`src/rtl/fetch_unit_pkg.sv`:
```
// Shared fetch-stage constants and FSM state encoding.
package fetch_unit_pkg;

    localparam int unsigned WORD_WIDTH = 32;
    localparam logic [WORD_WIDTH-1:0] BOOT_ADDR = 32'h0000_1000;
    localparam logic [WORD_WIDTH-1:0] NOP_INSTR = 32'h0000_0013;

    typedef enum logic [1:0] {
        S_REQ   = 2'd0,
        S_WAIT  = 2'd1,
        S_HOLD  = 2'd2,
        S_DRAIN = 2'd3
    } fetch_state_e;

endpackage

```
`src/rtl/fetch_skid_buffer.sv`:
```
// One-entry holding register for a fetched instruction and its PC.
// Ports: load captures load_instr/load_pc; unload or clear empties the entry;
//        valid/instr/pc present the held word.
module fetch_skid_buffer
    import fetch_unit_pkg::*;
#(
    parameter int unsigned W = WORD_WIDTH
) (
    input  logic         clk,
    input  logic         rst,
    input  logic         load,
    input  logic         unload,
    input  logic         clear,
    input  logic [W-1:0] load_instr,
    input  logic [W-1:0] load_pc,
    output logic         valid,
    output logic [W-1:0] instr,
    output logic [W-1:0] pc
);

    // Emptying wins over a same-cycle load.
    always_ff @(posedge clk or posedge rst) begin
        if (rst) begin
            valid <= 1'b0;
            instr <= '0;
            pc    <= '0;
        end else if (clear || unload) begin
            valid <= 1'b0;
        end else if (load) begin
            valid <= 1'b1;
            instr <= load_instr;
            pc    <= load_pc;
        end
    end

endmodule

```
`src/rtl/fetch_unit.sv`:
```
// Fetch stage: PC, icache request handshake and F/D pipeline register.
// Ports: clk/rst; increase_pc, stall_f_registers from the stall unit;
//        branch_taken/branch_target redirect; icache_op_done/icache_data
//        response; icache_req/icache_addr request; fd_valid/fd_instruction/
//        fd_pc F/D register.
module fetch_unit
    import fetch_unit_pkg::*;
#(
    parameter int unsigned            WORD_WIDTH_P = WORD_WIDTH,
    parameter logic [WORD_WIDTH_P-1:0] BOOT_ADDR_P = BOOT_ADDR,
    parameter logic [WORD_WIDTH_P-1:0] NOP_INSTR_P = NOP_INSTR
) (
    input  logic                    clk,
    input  logic                    rst,
    input  logic                    increase_pc,
    input  logic                    stall_f_registers,
    input  logic                    branch_taken,
    input  logic [WORD_WIDTH_P-1:0] branch_target,
    input  logic                    icache_op_done,
    input  logic [WORD_WIDTH_P-1:0] icache_data,
    output logic                    icache_req,
    output logic [WORD_WIDTH_P-1:0] icache_addr,
    output logic                    fd_valid,
    output logic [WORD_WIDTH_P-1:0] fd_instruction,
    output logic [WORD_WIDTH_P-1:0] fd_pc
);

    localparam logic [WORD_WIDTH_P-1:0] PC_STEP    = WORD_WIDTH_P'(4);
    localparam logic [WORD_WIDTH_P-1:0] ALIGN_MASK = ~WORD_WIDTH_P'(3);

    fetch_state_e            state, state_n;
    logic [WORD_WIDTH_P-1:0] pc, pc_n, pc_adv;
    logic                    req_n, fd_valid_n;
    logic [WORD_WIDTH_P-1:0] addr_n, fd_instr_n, fd_pc_n;
    logic                    skid_load, skid_unload, skid_clear, skid_valid;
    logic [WORD_WIDTH_P-1:0] skid_instr, skid_pc;

    fetch_skid_buffer #(.W(WORD_WIDTH_P)) u_skid (
        .clk        (clk),
        .rst        (rst),
        .load       (skid_load),
        .unload     (skid_unload),
        .clear      (skid_clear),
        .load_instr (icache_data),
        .load_pc    (pc),
        .valid      (skid_valid),
        .instr      (skid_instr),
        .pc         (skid_pc)
    );

    // State and all registered outputs.
    always_ff @(posedge clk or posedge rst) begin
        if (rst) begin
            state          <= S_REQ;
            pc             <= BOOT_ADDR_P;
            icache_req     <= 1'b0;
            icache_addr    <= BOOT_ADDR_P;
            fd_valid       <= 1'b0;
            fd_instruction <= NOP_INSTR_P;
            fd_pc          <= '0;
        end else begin
            state          <= state_n;
            pc             <= pc_n;
            icache_req     <= req_n;
            icache_addr    <= addr_n;
            fd_valid       <= fd_valid_n;
            fd_instruction <= fd_instr_n;
            fd_pc          <= fd_pc_n;
        end
    end

    // Next-state, PC, request and F/D register update.
    always_comb begin
        state_n     = state;
        pc_n        = pc;
        req_n       = icache_req;
        addr_n      = icache_addr;
        fd_valid_n  = fd_valid;
        fd_instr_n  = fd_instruction;
        fd_pc_n     = fd_pc;
        skid_load   = 1'b0;
        skid_unload = 1'b0;
        skid_clear  = 1'b0;
        pc_adv      = increase_pc ? pc + PC_STEP : pc;

        // An unstalled F/D register becomes a bubble unless refilled below.
        if (!stall_f_registers) begin
            fd_valid_n = 1'b0;
            fd_instr_n = NOP_INSTR_P;
        end

        if (branch_taken) begin
            pc_n       = branch_target & ALIGN_MASK;
            fd_valid_n = 1'b0;
            fd_instr_n = NOP_INSTR_P;
            skid_clear = 1'b1;
            // An in-flight request cannot be aborted; wait it out and drop it.
            if ((state == S_WAIT || state == S_DRAIN) && !icache_op_done) begin
                state_n = S_DRAIN;
            end else begin
                state_n = S_REQ;
                req_n   = 1'b0;
            end
        end else begin
            unique case (state)
                S_REQ: begin
                    req_n   = 1'b1;
                    addr_n  = pc;
                    state_n = S_WAIT;
                end
                S_WAIT: begin
                    if (icache_op_done) begin
                        req_n = 1'b0;
                        if (!stall_f_registers) begin
                            fd_valid_n = 1'b1;
                            fd_instr_n = icache_data;
                            fd_pc_n    = pc;
                            pc_n       = pc_adv;
                            state_n    = S_REQ;
                        end else begin
                            skid_load = 1'b1;
                            state_n   = S_HOLD;
                        end
                    end
                end
                S_HOLD: begin
                    if (!stall_f_registers) begin
                        fd_valid_n  = skid_valid;
                        fd_instr_n  = skid_instr;
                        fd_pc_n     = skid_pc;
                        skid_unload = 1'b1;
                        pc_n        = pc_adv;
                        state_n     = S_REQ;
                    end
                end
                S_DRAIN: begin
                    if (icache_op_done) begin
                        req_n   = 1'b0;
                        state_n = S_REQ;
                    end
                end
                default: state_n = S_REQ;
            endcase
        end
    end

endmodule

```
`config.mk`:
```
export PLATFORM = sky130hd
export DESIGN_NAME = fetch_unit
export DESIGN_NICKNAME = d
export VERILOG_FILES = /design/src/rtl/fetch_unit_pkg.sv /design/src/rtl/fetch_skid_buffer.sv /design/src/rtl/fetch_unit.sv
export SDC_FILE = /design/constraint.sdc
export NUM_CORES = 1
export LEC_CHECK = 0
export CAP_MARGIN = 0
export CORE_AREA = 2 2 147 106
export DETAILED_ROUTE_END_ITERATION = 10
export DIE_AREA = 0 0 149 108
export DONT_BUFFER_PORTS = 1
export PLACE_DENSITY = 0.73
export SKIP_CTS_REPAIR_TIMING = 1
export SKIP_LAST_GASP = 1
export SLEW_MARGIN = 20
export SYNTH_ARGS = -nofsm -noshare
export SYNTH_HDL_FRONTEND = slang
export SYNTH_SLANG_ARGS = --single-unit
```
`constraint.sdc`:
```
create_clock -name clk -period 13.9 [get_ports clk]
set_input_delay 0.695 -clock clk [delete_from_list [all_inputs] [get_ports clk]]
set_output_delay 0.695 -clock clk [all_outputs]
set_load 0.05 [all_outputs]
```
==> out/metrics.cfg <==
[logic_synthesis]
synth-main-ff-cell = dfrtp_1
yosysMostFrequentCell = dfrtp_1
syn-cell-area_um2 = 8450
yosysTopAreaCellShare_pct = 54.5
ys_seq_area_share_pct = 56.0
avgSynthCellArea_um2 = 11.7
yosys_warnings = 0
yosysUniqueCellTypes = 50
synth_enable_flop_cells = 0
syn_inst = 721
synthTopCellsByCount = 184 x dfrtp_1, 94 x mux2_2, 69 x nor2_1
async_flop_share_pct = 100
synth_area_leaders = dfrtp_1 54%, mux2_2 13%, mux2i_1 3.8%
synth-seq-cells = 189
synth_largest_area_cell = dfrtp_1

[drt]
drtAntennaViolNets = 0
viasPerCell = 6.16
drc = 0
wl_per_cell_um = 20.6
dr.pass1.iters = 5
wl_um = 18600
drt-initial-drc-count = 508
via_count = 5559

[sta]
max_freq_mhz = 380
setup_violations = 0
period_minus_slack_ns = 2.63
fin_crit_sh_pct = 18.9
timing.hold.ws_ns = 0.249
slew_violations = 0
fin_skew_ns = 0.00685
hold_viol_final = 0
slew_headroom_pct = 32.3
rsz0062_at_grt = no
worstMarginPinSlew_ns = 1.01
tns_ns = 0

[setup_path]
crit_type = flip-flop to flip-flop
start_kind = flip-flop
cp.required_ns = 14.21
end_kind = flip-flop
crit_arrival_ns = 2.95
crit_fanout = 14

[cts]
cts_made_buffers = 17
clkTransAtPathRegs_ns = 0.06
insertion_delay_ns = 0.43
cts_htree_levels = 4
cts.path.max_buffers = 2
cts_tree = built
cts_root_buffer = clkbuf_16
clock_sinks = 189

[finish]
fin_area_um2 = 9140
drive_above_1_share_pct = 21.8
n_antenna_cell = 0
postLayoutCoreUtil_pct = 62.9
area_growth_pct = 8.13
nets = 770

[placed_design]
place_area_um2 = 8540
portBuffers = 0
dp_hpwl_um = 12000
gp_congestion = 0.753

[power_and_ir_drop]
powerDensity_nw_per_um2 = 232
pwr-share-comb_pct = 18.9
swShare_pct = 42.4
seq_power_share_pct = 58.2
ir_worst_vdd_uv = 130
p_switching_mw = 0.899
p_int_mw = 1.22
p_total_mw = 2.12
p_clk_share_pct = 22.8
power_leakage_nw = 3.88

[global_route]
grt_usage_pct = 24.4
grt_pass1_vias = 5735
antenna_found_initial = 1
grt_max_degree = 110
gr-total-overflow = 0
grt_pass1_wl_um = 30300

[die]
coreArea_um2 = 14500
rows = 37
die_area_um2 = 16100
die_h_um = 108
floorplan.initialDensity_pct = 58.1
die_w_um = 149
pin_count = 168

[run_status]
status = completed

[min_path]
worst_hold_path_type = input pin to asynchronous set/reset pin

[flow_run]
max_cap_violations = 0

[power groups by stage]
stage	clock (mW)	sequential, mW	combinational, mW
floorplan	0	1.19	0.342
global placement	0	1.23	0.382
detailed placement	0	1.24	0.403
CTS	0.491	1.24	0.405
global route	0.520	1.26	0.445
finish	0.484	1.23	0.401
[through the flow]
| stage | worst slack, ns | instances |
|---|---|---|
| floorplan | 8.07 | 724 |
| global placement | 11.29 | 870 |
| detailed placement | 11.29 | 870 |
| CTS | 11.28 | 902 |
| global route | 11.07 | 902 |
| finish | 11.27 | 902 |
[layer usage]
layer,track usage (%),share of wire (%),wire length (um)
met1,32.2,43,7980
met5,0,0,0
met2,37.8,47,8670
met4,8.16,1.4,261
met3,9.20,9.0,1670
[worst max-delay path, stage by stage, from the launching register on]
cell and delay [ns]:
dfrtp_1 0.42, inv_1 0.13, ha_2 0.45, mux2_2 0.29, nand4_2 0.24, or2_0 0.39, o31a_1 0.33, o31a_1 0.27
[final timing paths]
| check | slack [ns] | end | startpoint | depth (start not counted) |
|---|---|---|---|---|
| worst min register to register | 0.49 | u_skid.pc[30]$_DFFE_PP0P_ | u_skid.pc[30]$_DFFE_PP0P_ | 2 |
| worst min-delay path | 0.25 | fd_pc[30]$_DFFE_PP0P_ | rst | 1 |
| min in group clk | 0.38 | pc[12]$_DFFE_PP1P_ | branch_taken | 1 |
| max in group asynchronous | 12.43 | fd_pc[31]$_DFFE_PP0P_ | rst | 2 |
| worst max-delay path | 11.27 | pc[29]$_DFFE_PP0P_ | state[0]$_DFFE_PP0P_ | 7 |
| worst max register to register | 11.27 | pc[29]$_DFFE_PP0P_ | state[0]$_DFFE_PP0P_ | 7 |
[layout by cell type, fill, tap and decap left out, drive strengths merged, types with 2 or more instances in the layout]
cell,n
mux2i,32
clkbuf,25
nor2,69
ha,6
nor4b,2
clkinv,3
or2,4
nand4,15
dfstp,5
buf,8
xnor2,10
dfrtp,184
xor2,17
a22o,29
and4,3
conb,4
nand3,5
a22oi,30
nand2b,6
and3,5
or4,2
o21ai,38
nor4,3
nor3,5
a21oi,33
o31a,2
nand2,42
mux2,94
inv,11
a32oi,4
nor2b,2
[state kept, by name, indices dropped and copies added (netlist names)]
signal	count
fd_valid	1
icache_addr	30
pc	30
icache_req	1
state	2
fd_pc	30
u_skid.pc	30
fd_instruction	32
u_skid.instr	32
u_skid.valid	1
[cell families (layout without fill, tap and decap cells)]
kind of cell / count (synthesis) / in the layout / share of synthesized area [%]
other cells: 1 / 4 / 0.0444
mux: 126 / 126 / 16.3
xor+xnor: 27 / 27 / 2.80
simple gates: 168 / 168 / 9.67
compound gates: 139 / 139 / 10.8
fa+ha+maj: 6 / 6 / 0.888
flops: 189 / 189 / 56.0
buf+inv: 65 / 48 / 3.46
[cell type report]
cell class | instances | area [um^2]
clock buffer | 25 | 515
multi-input combinational | 470 | 3470
clock inverter | 7 | 75.1
fill | 1158 | 5400
tap | 195 | 244
timing repair buffer | 8 | 63.8
sequential | 189 | 4740
inverter | 8 | 37.5
(Power assumes the default switching activity.)
